[config.mk]
export PLATFORM = sky130hd
export DESIGN_NAME = udma_spi_slave_if
export DESIGN_NICKNAME = d
export VERILOG_FILES = /design/src/rtl/udma_spi_slave_if.sv
export SDC_FILE = /design/constraint.sdc
export NUM_CORES = 1
export LEC_CHECK = 0
export BUFFER_PORTS_ARGS = -buffer_cell sky130_fd_sc_hd__buf_2
export CORE_UTILIZATION = 45
export CTS_CLUSTER_SIZE = 12
export DETAILED_ROUTE_END_ITERATION = 6
export PLACE_DENSITY = 0.78
export SLEW_MARGIN = 20
export SYNTH_ARGS = -nofsm -noshare
export SYNTH_HDL_FRONTEND = slang
export SYNTH_SLANG_ARGS = --single-unit
[constraint.sdc]
create_clock -name sys_clk_i -period 1.5 [get_ports sys_clk_i]
set_input_delay 0.075 -clock sys_clk_i [delete_from_list [all_inputs] [get_ports sys_clk_i]]
set_output_delay 0.075 -clock sys_clk_i [all_outputs]
set_load 0.01 [all_outputs]
[src/rtl/udma_spi_slave_if.sv]
// SPI mode-0 target endpoint: oversamples SCK/CSN/MOSI, deserialises RX bytes onto a
// valid/ready stream and serialises a one-byte-buffered TX stream onto MISO.
module udma_spi_slave_if #(
  parameter int         SYNC_STAGES = 2,
  parameter logic [7:0] IDLE_DATA   = 8'hFF
) (
  input  logic       sys_clk_i,
  input  logic       rst_i,
  input  logic       spi_clk_i,
  input  logic       spi_csn_i,
  input  logic       spi_mosi_i,
  output logic       spi_miso_o,
  output logic       spi_miso_oe_o,
  output logic [7:0] rx_data_o,
  output logic       rx_valid_o,
  input  logic       rx_ready_i,
  input  logic [7:0] tx_data_i,
  input  logic       tx_valid_i,
  output logic       tx_ready_o,
  output logic       busy_o,
  output logic       overflow_o,
  output logic       underrun_o,
  output logic       frame_err_o
);

  localparam int DATA_W = 8;

  typedef enum logic {IDLE, ACTIVE} state_t;

  state_t state, state_next;

  logic [SYNC_STAGES-1:0] sck_sync, csn_sync, mosi_sync;
  logic                   sck_prev, csn_prev;
  logic                   sck_s, csn_s, mosi_s;
  logic                   sck_rise, sck_fall, csn_assert, csn_deassert;

  logic [2:0]        bit_cnt;
  logic [DATA_W-2:0] rx_shift;
  logic [DATA_W-1:0] tx_shift;
  logic [DATA_W-1:0] buf_data;
  logic              buf_full;

  logic              frame_start, frame_end, rise_act, fall_act;
  logic              byte_done, load_tx, rx_accept, frame_err, buf_wr;
  logic [DATA_W-1:0] load_byte;

  // CSN synchroniser resets to "asserted" so a CSN already low at reset release
  // produces no assert strobe; the resulting deassert strobe is ignored in IDLE.
  always_ff @(posedge sys_clk_i or posedge rst_i) begin
    if (rst_i) begin
      sck_sync <= '0;
      csn_sync <= '0;
      sck_prev <= 1'b0;
      csn_prev <= 1'b0;
    end else begin
      sck_sync <= {sck_sync[SYNC_STAGES-2:0], spi_clk_i};
      csn_sync <= {csn_sync[SYNC_STAGES-2:0], spi_csn_i};
      sck_prev <= sck_s;
      csn_prev <= csn_s;
    end
  end

  always_ff @(posedge sys_clk_i) begin
    mosi_sync <= {mosi_sync[SYNC_STAGES-2:0], spi_mosi_i};
  end

  assign sck_s        = sck_sync[SYNC_STAGES-1];
  assign csn_s        = csn_sync[SYNC_STAGES-1];
  assign mosi_s       = mosi_sync[SYNC_STAGES-1];
  assign sck_rise     = sck_s & ~sck_prev;
  assign sck_fall     = ~sck_s & sck_prev;
  assign csn_assert   = ~csn_s & csn_prev;
  assign csn_deassert = csn_s & ~csn_prev;

  // ---- frame control ----
  always_ff @(posedge sys_clk_i or posedge rst_i) begin
    if (rst_i) state <= IDLE;
    else       state <= state_next;
  end

  always_comb begin
    state_next  = state;
    frame_start = 1'b0;
    frame_end   = 1'b0;
    rise_act    = 1'b0;
    fall_act    = 1'b0;
    case (state)
      IDLE: begin
        if (csn_assert) begin
          state_next  = ACTIVE;
          frame_start = 1'b1;
        end
      end
      ACTIVE: begin
        rise_act = sck_rise;
        fall_act = sck_fall;
        if (csn_deassert) begin
          state_next = IDLE;
          frame_end  = 1'b1;
        end
      end
      default: state_next = IDLE;
    endcase
  end

  // A rise coinciding with deassert completes its byte before the frame closes.
  assign byte_done = rise_act && (bit_cnt == 3'd7);
  assign frame_err = frame_end && (rise_act ? (bit_cnt != 3'd7) : (bit_cnt != 3'd0));
  assign load_tx   = frame_start || byte_done;
  assign load_byte = buf_full ? buf_data : IDLE_DATA;
  assign rx_accept = byte_done && (!rx_valid_o || rx_ready_i);
  assign buf_wr    = tx_valid_i && !buf_full;

  assign tx_ready_o    = ~buf_full;
  assign busy_o        = (state == ACTIVE);
  assign spi_miso_oe_o = busy_o;

  // ---- registered control and status ----
  always_ff @(posedge sys_clk_i or posedge rst_i) begin
    if (rst_i) begin
      bit_cnt     <= 3'd0;
      rx_data_o   <= '0;
      rx_valid_o  <= 1'b0;
      buf_full    <= 1'b0;
      spi_miso_o  <= 1'b0;
      overflow_o  <= 1'b0;
      underrun_o  <= 1'b0;
      frame_err_o <= 1'b0;
    end else begin
      overflow_o  <= byte_done && !rx_accept;
      underrun_o  <= load_tx && !buf_full;
      frame_err_o <= frame_err;

      if (frame_start || frame_end) bit_cnt <= 3'd0;
      else if (rise_act)            bit_cnt <= bit_cnt + 3'd1;

      if (rx_accept) begin
        rx_data_o  <= {rx_shift, mosi_s};
        rx_valid_o <= 1'b1;
      end else if (rx_ready_i) begin
        rx_valid_o <= 1'b0;
      end

      // A write in the same cycle as a load refills the buffer with the new byte.
      if (buf_wr)       buf_full <= 1'b1;
      else if (load_tx) buf_full <= 1'b0;

      if (frame_start)    spi_miso_o <= load_byte[DATA_W-1];
      else if (frame_end) spi_miso_o <= 1'b0;
      else if (fall_act)  spi_miso_o <= tx_shift[DATA_W-1];
    end
  end

  // ---- shift datapath ----
  // At frame start the MSB goes straight to MISO; at a byte boundary the full byte
  // is kept so the following SCK fall presents its MSB.
  always_ff @(posedge sys_clk_i) begin
    if (rise_act) rx_shift <= {rx_shift[DATA_W-3:0], mosi_s};

    if (buf_wr) buf_data <= tx_data_i;

    if (frame_start)    tx_shift <= {load_byte[DATA_W-2:0], 1'b0};
    else if (byte_done) tx_shift <= load_byte;
    else if (fall_act)  tx_shift <= {tx_shift[DATA_W-2:0], 1'b0};
  end

endmodule
Word level (Yosys, flattened, before mapping)
Index checks and enable logic that the tools add are counted.
{"block": "op_classes", "bitwise": 10, "add_sub_neg": 1, "n_eq_ne": 2, "mux": 22, "n_reduce_logical": 19}
{"op": "$mux 8", "n": 4}
{"op": "$mux 1", "n": 15}
{"op": "$reduce_bool 3->1", "n": 3}
{"op": "$reduce_bool 2->1", "n": 4}
{"op": "$logic_and 1x1->1", "n": 6}
{"op": "$mux 3", "n": 2}
{"op": "$not 1->1", "n": 6}
{"op": "$and 1x1->1", "n": 4}
{"op": "$add 3x1->3 const B", "n": 1}
{"op": "$eq 3x3->1 const B", "n": 1}
{"op": "$logic_not 1->1", "n": 3}
{"op": "$logic_or 1x1->1", "n": 3}
{"op": "$ne 3x3->1 const B", "n": 1}
{"op": "$pmux 1 s2", "n": 1}
{"block": "totals", "ff_bits": 49}

Depth between registers and ports, before layout
Gate-level depths: netlist of run 1.
{"block": "logic_depth", "ltp_word": 7, "depth_mapped": 6}

Worst setup path after synthesis of run 1
No wires, ideal clock.
{"block": "synth_timing", "path_type": "reg2reg", "start": "register bit_cnt[0]", "end": "register rx_data_o[0]", "t_arrival_ns": 1.502, "stages_incl_launch_ff": 7, "n_path_buf": 1, "setup_time_ns": 0.125, "setup_slack_ns": -0.127, "period_less_slack_ns": 1.627, "path_cell_list": "dfrtp_1 > ha_1 > ha_1 > and4b_4 > and2_4 > buf_6 > mux2_4"}
{"block": "synth_between", "elab_chain_len": 3}
{"element": "from (decl)", "line": "37", "text": "logic [2:0] bit_cnt;"}
{"element": "from (signal assigned)", "line": "135", "text": "else if (rise_act) bit_cnt <= bit_cnt + 3'd1;"}
{"element": "$eq 3x3->1", "line": "107", "text": "assign byte_done = rise_act && (bit_cnt == 3'd7);"}
{"element": "$logic_and 1x1->1", "line": "107"}
{"element": "$logic_and 1x1->1", "line": "111", "text": "assign rx_accept = byte_done && (!rx_valid_o || rx_ready_i);"}
{"element": "to (signal assigned)", "line": "138", "text": "rx_data_o <= {rx_shift, mosi_s};"}
{"element": "to (decl)", "line": "14", "text": "output logic [7:0] rx_data_o,"}
Every way passes these cells.
A chain may end at the register's enable or synchronous reset.

Worst setup path after layout of run 1
{"block": "layout_timing", "start": "register bit_cnt[1]", "end": "register rx_data_o[5]"}
Same word-level chain as after synthesis.

==> results of run 1 <==
## synthesized netlist by cell type, types with 2 or more instances
library cell	instances	area, um2
sky130_fd_sc_hd__nand2_1	7	26.3
sky130_fd_sc_hd__inv_1	7	26.3
sky130_fd_sc_hd__mux2_4	8	120
sky130_fd_sc_hd__ha_1	3	37.5
sky130_fd_sc_hd__edfxtp_1	22	661
sky130_fd_sc_hd__dfxtp_1	3	60.1
sky130_fd_sc_hd__nor2_1	6	22.5
sky130_fd_sc_hd__nor3_1	7	35.0
sky130_fd_sc_hd__dfrtp_1	24	601
sky130_fd_sc_hd__buf_4	2	15.0
sky130_fd_sc_hd__a21oi_1	9	45.0
sky130_fd_sc_hd__o22ai_1	7	43.8
sky130_fd_sc_hd__nand3b_1	3	22.5
sky130_fd_sc_hd__buf_6	2	22.5
## repair_timing
action / in CTS / in global routing
hold buffers: 12 / 0
gates resized for setup: 7 / 1
buffers inserted: 3 / 4
setup endpoints to repair: 22 / 24
gates cloned: 0 / 0
hold endpoints to repair: 35 / 0
pin swaps: 2 / 2
## path summary, 6_finish.rpt
path,start,endpoint,depth (start not counted)
hold / removal,rx_ready_i,rx_valid_o,3
max in group asynchronous,rst_i,busy_o,4
min in group asynchronous,rst_i,rx_data_o[0],4
setup / recovery,bit_cnt[1],rx_data_o[5],5
hold reg to reg,mosi_sync[0],mosi_sync[1],0
setup reg to reg,bit_cnt[1],rx_data_o[5],5
## registers in the layout (all words and copies together) (netlist names), 2 cells and up
name       count
csn_sync       2
bit_cnt        3
rx_data_o      8
tx_shift       8
rx_shift       7
sck_sync       2
buf_data       8
mosi_sync      2
## logic make-up (layout without fill, tap and decap cells)
group	after synthesis	after routing	share of synthesized area
adders and majority gates	4	4	0.0253
and+or+nand+nor	31	31	0.0971
DFF	49	49	0.702
AOI/OAI and AO/OA	20	20	0.0632
buffers and inverters	13	73	0.0386
xor gates and xnor gates	1	1	0.00466
muxes	9	9	0.0692
## area by class of cell
cell class	count	area, um2
multi-input combinational	65	548
inverter	7	26.3
sequential	49	1320
timing repair buffer	58	390
clock buffer	5	68.8
fill	313	1570
tap	50	62.6
clock inverter	3	16.3
## routing by layer
| metal | share of wire | global-route usage | vias to the layer above | wire, um |
|---|---|---|---|---|
| met5 | 0 | 0 | - | 0 |
| met4 | 0.020 | 0.0798 | 0 | 68 |
| met3 | 0.047 | 0.0411 | 7 | 158 |
| met2 | 0.51 | 0.289 | 36 | 1720 |
| met1 | 0.42 | 0.197 | 568 | 1400 |
| li1 | - | - | 570 | - |
## per-stage QoR
stage | std cells | total power (W) | setup slack [ns] | TNS (ns) | utilization
2_1_floorplan | 127 | 0.00179 | -0.0772 | -0.727 | -
3_3_place_gp | 210 | 0.00189 | -0.0657 | -1.07 | 0.535
3_5_place_dp | 210 | 0.00191 | -0.112 | -1.67 | 0.535
4_1_cts | 233 | 0.00270 | -0.103 | -1.48 | 0.600
5_1_grt | 237 | 0.00279 | -0.144 | -2.78 | 0.609
6_report | 237 | 0.00268 | -0.113 | -1.74 | 0.609
## critical path: cells and delay by family, from the launching register on
family | cells | cell delay (ns)
muxes | 1 | 0.31
DFF | 1 | 0.37
and+or+nand+nor | 2 | 0.50
adders and majority gates | 2 | 0.33
## power groups by stage
stage          Sequential (W)  Clock [W]  Combinational (W)
5_1_grt               0.00162   0.000799           0.000380
2_1_floorplan         0.00159          0           0.000200
4_1_cts               0.00160   0.000771           0.000330
3_5_place_dp          0.00163          0           0.000280
6_report              0.00160   0.000742           0.000339
3_3_place_gp          0.00162          0           0.000270
==> flow_summary.rst, run 1 <==
.. list-table::
   :header-rows: 1

   * - Metric
     - Value
   * - Width of the chip
     - 66.7 um
   * - Status
     - complete, but fails checks
   * - Share of power burned in registers
     - 0.597
   * - Overflow after GRT
     - 0
   * - 1st-pass router iterations
     - 4
   * - Fin area
     - 0.00243 mm2
   * - Worst slew margin
     - 0.754
   * - Largest clock skew in the final design
     - 0.0124 ns
   * - Switching power of the nets
     - 0.000666 W
   * - Final count of hold timing violations
     - 0
   * - Power density of the placed cells
     - 1100 mW/mm2
   * - Kind of end point of the critical path
     - register
   * - Initial core utilization
     - 0.470
   * - Total Routed Length
     - 3.35 mm
   * - Inserted Diodes
     - 0
   * - Port bufs
     - 30
   * - List of cells traversed by the critical path
     - ha_2 > ha_4 > and4b_4 > and2_4 > mux2_4
   * - I/O pin total
     - 31
   * - Clock share of power
     - 0.277
   * - Clock tree from TritonCTS
     - built
   * - Arrival time of the worst setup path
     - 1.81 ns
   * - Commonest non-fill, non-tap cells in the layout
     - 30 x sky130_fd_sc_hd__buf_2, 23 x sky130_fd_sc_hd__dfrtp_1, 22 x sky130_fd_sc_hd__edfxtp_1
   * - Max-slew violation total from the final report
     - 0
   * - CTS clk-pin slew, worst paths
     - 0.09 ns
   * - DRC violation total after the first TritonRoute iteration
     - 67
   * - Final-stage net count
     - 204
   * - Proportion of register bits with asynchronous set or reset after synthesis
     - 0.490
   * - GPL Wtd Cong
     - 0.729
   * - Leak pwr
     - 1.08 nW
   * - Final critical-path setup slack
     - -0.113 ns
   * - Root Driver
     - sky130_fd_sc_hd__clkbuf_8
   * - Synthesized netlist net count
     - 145
   * - Fraction of layout cells with a size suffix above 1
     - 0.401
   * - WP data required
     - 1.69 ns
   * - Peak per-stage delay on the critical path
     - 0.37 ns
   * - Final Setup Violations
     - 22
   * - Synthesized instance count
     - 127
   * - GRT Total Usage
     - 0.169
   * - Number of enable flip-flop cells after synthesis
     - 22
   * - Average wire length per cell after detail routing
     - 14.1 um
   * - Cell Area, Synth
     - 0.00188 mm2
   * - Via count
     - 1181
   * - Switching Fraction
     - 0.249
   * - Pin count of the biggest net entering global routing
     - 25
   * - CP max-delay cell
     - sky130_fd_sc_hd__dfrtp_1
   * - Hold WC Path Type
     - input port to register
   * - Number of antenna violations at the first check in global routing
     - 0
   * - Number of H-tree levels
     - 2
   * - Critical path peak fanout
     - 8
   * - Worst setup SP type
     - register
   * - Y dimension of the die
     - 66.7 um
   * - Highest Clock Rate
     - 0.620 GHz
   * - Maximum root-to-sink buffer count
     - 2
   * - Detailed-placement wirelength estimate
     - 2.34 mm
   * - Number of synthesis warnings
     - 0
   * - DR DRC count
     - 0
   * - Most frequent standard cell in the layout excluding fill and tap cells
     - sky130_fd_sc_hd__buf_2
   * - Core ar.
     - 0.00400 mm2
   * - Combinational share of power
     - 0.126
   * - Number of nets still failing antenna checks after routing
     - 0
   * - Violations in the final reports
     - setup timing
   * - Via count of the first global-routing pass
     - 1217
   * - Average instance area after synthesis
     - 14.8 um2
   * - Startpoint-to-endpoint class of the critical path
     - register to register
   * - Clock Latency Late Sink
     - 0.31 ns
   * - CTS Sinks
     - 49
   * - Ratio of routed vias to standard cells
     - 4.98
   * - Internal power summed over all cells
     - 0.00201 W
   * - Hold Worst Slack
     - 0.0835 ns
   * - RSZ-0062 raised after global routing
     - yes
   * - Library cells used by synthesis
     - 31
   * - Placed standard-cell area
     - 0.00214 mm2
   * - Max capacitance violation total
     - 0
   * - Flop and latch count out of synthesis
     - 49
   * - Wire length of the first global-routing pass
     - 5.39 mm
   * - Primary FF master, synth
     - sky130_fd_sc_hd__dfrtp_1
   * - Final critical-path required period
     - 1.61 ns
   * - FF-to-FF setup slack
     - -0.11 ns
   * - Site Rows
     - 23
   * - Area growth from synthesis to final layout
     - 29.4%
   * - VDD IR-drop max
     - 0.766 mV
   * - Number of buffers created by CTS
     - 5
   * - Actual slew at the worst max-slew pin
     - 0.368 ns
   * - Sequential area share after synthesis
     - 0.702
   * - Ratio of final minimum period to clock period
     - 1.08
   * - Die area
     - 0.00444 mm2
Note: power is estimated with default switching activity, not from simulation.
==> inputs of run 2 (changes only) <==
Settings changed: CTS_BUF_LIST set to sky130_fd_sc_hd__clkbuf_4, RECOVER_POWER set to 25.
==> flow_summary.rst, run 2 (synthesis results as in run 1) <==
.. list-table::
   :header-rows: 1

   * - Metric
     - Value
   * - Max-slew violation total from the final report
     - 0
   * - DR DRC count
     - 0
   * - Number of standard cells in the layout, taps in and fillers out
     - 237
   * - Fill cell count
     - 319
   * - FF-to-FF setup slack
     - -0.11 ns
   * - Number of antenna violations at the first check in global routing
     - 0
   * - Ratio of final minimum period to clock period
     - 1.07
   * - Clock tree from TritonCTS
     - built
   * - Violations in the final reports
     - setup timing
   * - Final-stage net count
     - 204
   * - Die area
     - 0.00444 mm2
   * - Worst slew margin
     - 0.606
   * - Status
     - complete, but fails checks
   * - Number of H-tree levels
     - 2
   * - Hold WC Path Type
     - input port to register
   * - RSZ-0062 raised after global routing
     - yes
   * - Number of cells in the design after placement
     - 210
   * - Leak pwr
     - 1.07 nW
   * - Highest Clock Rate
     - 0.620 GHz
   * - I/O pin total
     - 31
   * - 1st-pass router iterations
     - 4
   * - Final critical-path required period
     - 1.61 ns
   * - Startpoint-to-endpoint class of the critical path
     - register to register
   * - Pin count of the biggest net entering global routing
     - 25
   * - Area growth from synthesis to final layout
     - 27.3%
   * - Port bufs
     - 30
   * - Final critical-path setup slack
     - -0.112 ns
   * - Wire length of the first global-routing pass
     - 5.32 mm
   * - Most frequent standard cell in the layout excluding fill and tap cells
     - sky130_fd_sc_hd__buf_2
   * - Max capacitance violation total
     - 0
   * - Critical path peak fanout
     - 8
   * - GR Layer Usage met3
     - 0.0514
   * - Commonest non-fill, non-tap cells in the layout
     - 30 x sky130_fd_sc_hd__buf_2, 23 x sky130_fd_sc_hd__dfrtp_1, 22 x sky130_fd_sc_hd__edfxtp_1
   * - Via count
     - 1200
   * - GR peak layer
     - met2
   * - Root Driver
     - sky130_fd_sc_hd__clkbuf_4
   * - Worst setup SP type
     - register
   * - Power density of the placed cells
     - 1050 mW/mm2
   * - Initial core utilization
     - 0.470
   * - Y dimension of the die
     - 66.7 um
   * - Core ar.
     - 0.00400 mm2
   * - Inserted Diodes
     - 0
   * - Total Routed Length
     - 3.29 mm
   * - Overflow after GRT
     - 0
   * - DRC violation total after the first TritonRoute iteration
     - 67
   * - Site Rows
     - 23
   * - Via count of the first global-routing pass
     - 1220
   * - WP data required
     - 1.77 ns
   * - Global routing met1 resource utilization
     - 0.195
   * - Largest clock skew in the final design
     - 0.0234 ns
   * - Average wire length per cell after detail routing
     - 13.9 um
   * - Registers with the most flip-flops
     - buf_data x8, rx_data_o x8, tx_shift x8
   * - Final count of hold timing violations
     - 0
   * - Total area of sequential cells
     - 0.00132 mm2
   * - Met2 routing resource usage after global routing
     - 0.287
   * - Area used by multi-input combinational logic
     - 542 um2
   * - Arrival time of the worst setup path
     - 1.88 ns
   * - Number of nets still failing antenna checks after routing
     - 0
   * - CTS clk-pin slew, worst paths
     - 0.15 ns
   * - Final Setup Violations
     - 22
   * - Kind of end point of the critical path
     - register
   * - GRT Total Usage
     - 0.165
   * - VDD IR-drop max
     - 0.658 mV
   * - Number of buffers created by CTS
     - 5
   * - Maximum root-to-sink buffer count
     - 2
   * - Ratio of routed vias to standard cells
     - 5.06
   * - Clock Latency Late Sink
     - 0.37 ns
   * - CTS Sinks
     - 49
   * - GPL Wtd Cong
     - 0.729
   * - Width of the chip
     - 66.7 um
   * - Hold Worst Slack
     - 0.00789 ns
   * - Actual slew at the worst max-slew pin
     - 0.590 ns
   * - Fraction of layout cells with a size suffix above 1
     - 0.401
   * - Detailed-placement wirelength estimate
     - 2.34 mm
## run 2: worst max-delay path: stages, from the launching register on
cell,delay (ns)
sky130_fd_sc_hd__dfrtp_1,0.38
sky130_fd_sc_hd__ha_2,0.19
sky130_fd_sc_hd__ha_4,0.13
sky130_fd_sc_hd__and4b_4,0.26
sky130_fd_sc_hd__and2_4,0.24
sky130_fd_sc_hd__mux2_4,0.31
## run 2: stage by stage
| stage | setup slack, ns | instance area (um2) | power [W] | setup TNS [ns] | utilization |
|---|---|---|---|---|---|
| floorplan | -0.0772 | 1910 | 0.00179 | -0.727 | - |
| global placement | -0.0657 | 2140 | 0.00189 | -1.07 | 0.535 |
| detailed placement | -0.112 | 2140 | 0.00191 | -1.67 | 0.535 |
| CTS | -0.106 | 2370 | 0.00253 | -1.50 | 0.592 |
| global route | -0.148 | 2390 | 0.00263 | -2.77 | 0.599 |
| finish | -0.112 | 2390 | 0.00251 | -1.60 | 0.599 |
## run 2: path summary, 6_finish.rpt
| kind | startpoint | end | cells past startpoint |
|---|---|---|---|
| min | rx_ready_i | rx_valid_o | 3 |
| max | bit_cnt[1] | rx_data_o[5] | 5 |
| min reg2reg | mosi_sync[0] | mosi_sync[1] | 0 |
| max reg2reg | bit_cnt[1] | rx_data_o[5] | 5 |
| min in group asynchronous | rst_i | rx_data_o[1] | 4 |
| max in group asynchronous | rst_i | busy_o | 4 |
## run 2: cell type report
class / instances / share of cell area
sequential: 49 / 0.552
multi-input combinational: 65 / 0.226
timing repair buffer: 58 / 0.162
tap: 50 / 0.0261
inverter: 7 / 0.0110
clock inverter: 3 / 0.00679
clock buffer: 5 / 0.0157
## run 2: timing repair
item | in CTS | in global routing
resized for setup | 7 | 0
endpoints found under the setup margin | 22 | 25
hold buffers | 12 | 0
pin swaps | 2 | 1
buffers inserted | 3 | 4
gates cloned | 0 | 0
hold endpoints to repair | 35 | 0
## run 2: power by group
| group | internal, W | switching (W) | total [W] | leakage (nW) |
|---|---|---|---|---|
| Sequential | 0.00152 | 0.0000817 | 0.00160 | 0.541 |
| Clock | 0.000179 | 0.000400 | 0.000579 | 0.0353 |
| Combinational | 0.000170 | 0.000165 | 0.000335 | 0.491 |
## run 2: metal layers
metal  part of all wire  wire (um)
met2               0.51       1660
met3              0.055        181
met5                  0          0
met4              0.013         44
met1               0.43       1400
==> inputs of run 3 (changes only) <==
Settings changed: BUFFER_PORTS_ARGS -buffer_cell sky130_fd_sc_hd__buf_2 to not set, DONT_BUFFER_PORTS set to 1, PLACE_DENSITY 0.78 to 0.71.
==> flow_summary.rst, run 3 (synthesis results as in run 1) <==
.. list-table::
   :header-rows: 1

   * - Metric
     - Value
   * - Clock Latency Late Sink
     - 0.37 ns
   * - Pin count of the biggest net entering global routing
     - 25
   * - Core ar.
     - 0.00400 mm2
   * - Share of power burned in registers
     - 0.623
   * - Width of the chip
     - 66.7 um
   * - Leak pwr
     - 0.971 nW
   * - Root Driver
     - sky130_fd_sc_hd__clkbuf_4
   * - 1st-pass router iterations
     - 4
   * - First element of the critical path
     - bit_cnt[1]
   * - Ratio of final minimum period to clock period
     - 1.10
   * - Site Rows
     - 23
   * - DR DRC count
     - 0
   * - WP data required
     - 1.62 ns
   * - Port bufs
     - 0
   * - Registers with the most flip-flops
     - buf_data x8, rx_data_o x8, tx_shift x8
   * - Overflow after GRT
     - 0
   * - Fin area
     - 0.00240 mm2
   * - Fraction of layout cells with a size suffix above 1
     - 0.384
   * - Via count of the first global-routing pass
     - 1142
   * - Y dimension of the die
     - 66.7 um
   * - Destination of the worst register-to-register timing path
     - tx_shift[7]
   * - Violations in the final reports
     - setup timing
   * - Switching Fraction
     - 0.265
   * - Switching power of the nets
     - 0.000681 W
   * - RSZ-0062 raised after global routing
     - yes
   * - Startpoint-to-endpoint class of the critical path
     - register to register
   * - FF-to-FF setup slack
     - -0.14 ns
   * - Arrival time of the worst setup path
     - 1.77 ns
   * - Worst setup SP type
     - register
   * - I/O pin total
     - 31
   * - Status
     - complete, but fails checks
   * - Final count of hold timing violations
     - 0
   * - Initial core utilization
     - 0.470
   * - Setup TNS
     - -2.12 ns
   * - Via count
     - 1122
   * - Highest Clock Rate
     - 0.608 GHz
   * - CTS Sinks
     - 49
   * - Launch instance of the worst register-to-register path
     - bit_cnt[1]
   * - Final critical-path required period
     - 1.64 ns
   * - Hold WC Path Type
     - input port to register
   * - GRT Total Usage
     - 0.176
   * - Total Routed Length
     - 3.48 mm
   * - Critical path peak fanout
     - 5
   * - DRC violation total after the first TritonRoute iteration
     - 87
   * - Largest clock skew in the final design
     - 0.00913 ns
   * - Worst Reg2Reg Path Length in Cells
     - 7
   * - GPL Wtd Cong
     - 0.856
   * - Kind of end point of the critical path
     - register
   * - Max-slew violation total from the final report
     - 0
   * - Number of buffers created by CTS
     - 5
   * - End of the critical path
     - tx_shift[7]
   * - Internal power summed over all cells
     - 0.00189 W
   * - Final-stage net count
     - 181
   * - Area growth from synthesis to final layout
     - 27.4%
   * - Number of antenna violations at the first check in global routing
     - 0
   * - Combinational share of power
     - 0.141
   * - Ratio of routed vias to standard cells
     - 5.24
   * - CTS clk-pin slew, worst paths
     - 0.13 ns
   * - Average wire length per cell after detail routing
     - 16.2 um
   * - Number of H-tree levels
     - 2
   * - Final Setup Violations
     - 23
   * - VDD IR-drop max
     - 0.814 mV
   * - Inserted Diodes
     - 0
   * - Worst slew margin
     - 0.605
   * - Actual slew at the worst max-slew pin
     - 0.593 ns
   * - Wire length of the first global-routing pass
     - 5.33 mm
   * - Power density of the placed cells
     - 1070 mW/mm2
   * - Max capacitance violation total
     - 0
   * - Clock share of power
     - 0.236
   * - Die area
     - 0.00444 mm2
   * - Most frequent standard cell in the layout excluding fill and tap cells
     - sky130_fd_sc_hd__dfrtp_1
   * - Placed standard-cell area
     - 0.00203 mm2
   * - Final critical-path setup slack
     - -0.144 ns
   * - Clock tree from TritonCTS
     - built
   * - Maximum root-to-sink buffer count
     - 2
   * - Detailed-placement wirelength estimate
     - 2.23 mm
   * - Commonest non-fill, non-tap cells in the layout
     - 24 x sky130_fd_sc_hd__dfrtp_1, 22 x sky130_fd_sc_hd__edfxtp_1, 18 x sky130_fd_sc_hd__buf_4
   * - Number of nets still failing antenna checks after routing
     - 0
run 3: power by group through the flow:
stage               Clock [W]  Sequential (W)  Combinational [W]
floorplan                   0         0.00159           0.000200
global placement            0         0.00161           0.000268
detailed placement          0         0.00162           0.000280
CTS                  0.000623         0.00160           0.000334
global route         0.000679         0.00162           0.000389
finish               0.000608         0.00160           0.000361
run 3: routing by layer:
layer / global-route usage / up-vias / share of wire
met1: 0.196 / 553 / 0.39
li1: - / 525 / -
met2: 0.303 / 36 / 0.53
met5: 0 / - / 0
met3: 0.0479 / 8 / 0.049
met4: 0.0931 / 0 / 0.022
run 3: through the flow:
stage	power, W	std cells	hold slack [ns]	setup slack (ns)	util
after global placement	0.00188	185	0.0249	-0.0626	0.506
after global routing	0.00268	214	0.0532	-0.209	0.599
after floorplan	0.00179	127	0.0896	-0.0772	-
after detailed placement	0.00190	185	0.0337	-0.138	0.506
final	0.00257	214	0.0565	-0.144	0.599
after CTS	0.00255	208	0.0401	-0.149	0.580
run 3: how the worst min path moves through the flow:
stage | slack (ns) | startpoint | endpoint | depth (start not counted)
floorplan | 0.09 | rst_i | bit_cnt[0] | 1
global placement | 0.02 | rst_i | rx_data_o[0] | 2
detailed placement | 0.03 | rst_i | rx_data_o[0] | 2
CTS | 0.04 | tx_valid_i | buf_data[2] | 1
global route | 0.05 | tx_valid_i | buf_data[2] | 1
finish | 0.06 | tx_valid_i | buf_data[1] | 1
run 3: timing repair:
action	4_1_cts	5_1_grt
resized for setup	17	7
pin swaps	7	3
setup buffers	2	6
endpoints found under the hold margin	37	0
hold buffers	13	0
setup endpoints to repair	22	34
run 3: layout make-up:
class	instances	area, um2
Clock inverter	2	15.0
Clock buffer	6	45.0
Fill cell	304	1600
Sequential cell	49	1320
Multi-Input combinational cell	65	619
Inverter	7	30.0
Timing Repair Buffer	35	304
Tap cell	50	62.6
run 3: critical path: stages, from the launching register on:
cell	delay, ns
sky130_fd_sc_hd__dfrtp_1	0.41
sky130_fd_sc_hd__ha_2	0.20
sky130_fd_sc_hd__ha_4	0.15
sky130_fd_sc_hd__and4b_4	0.21
sky130_fd_sc_hd__buf_4	0.13
sky130_fd_sc_hd__buf_6	0.13
sky130_fd_sc_hd__nor3_4	0.12
sky130_fd_sc_hd__a221oi_2	0.04
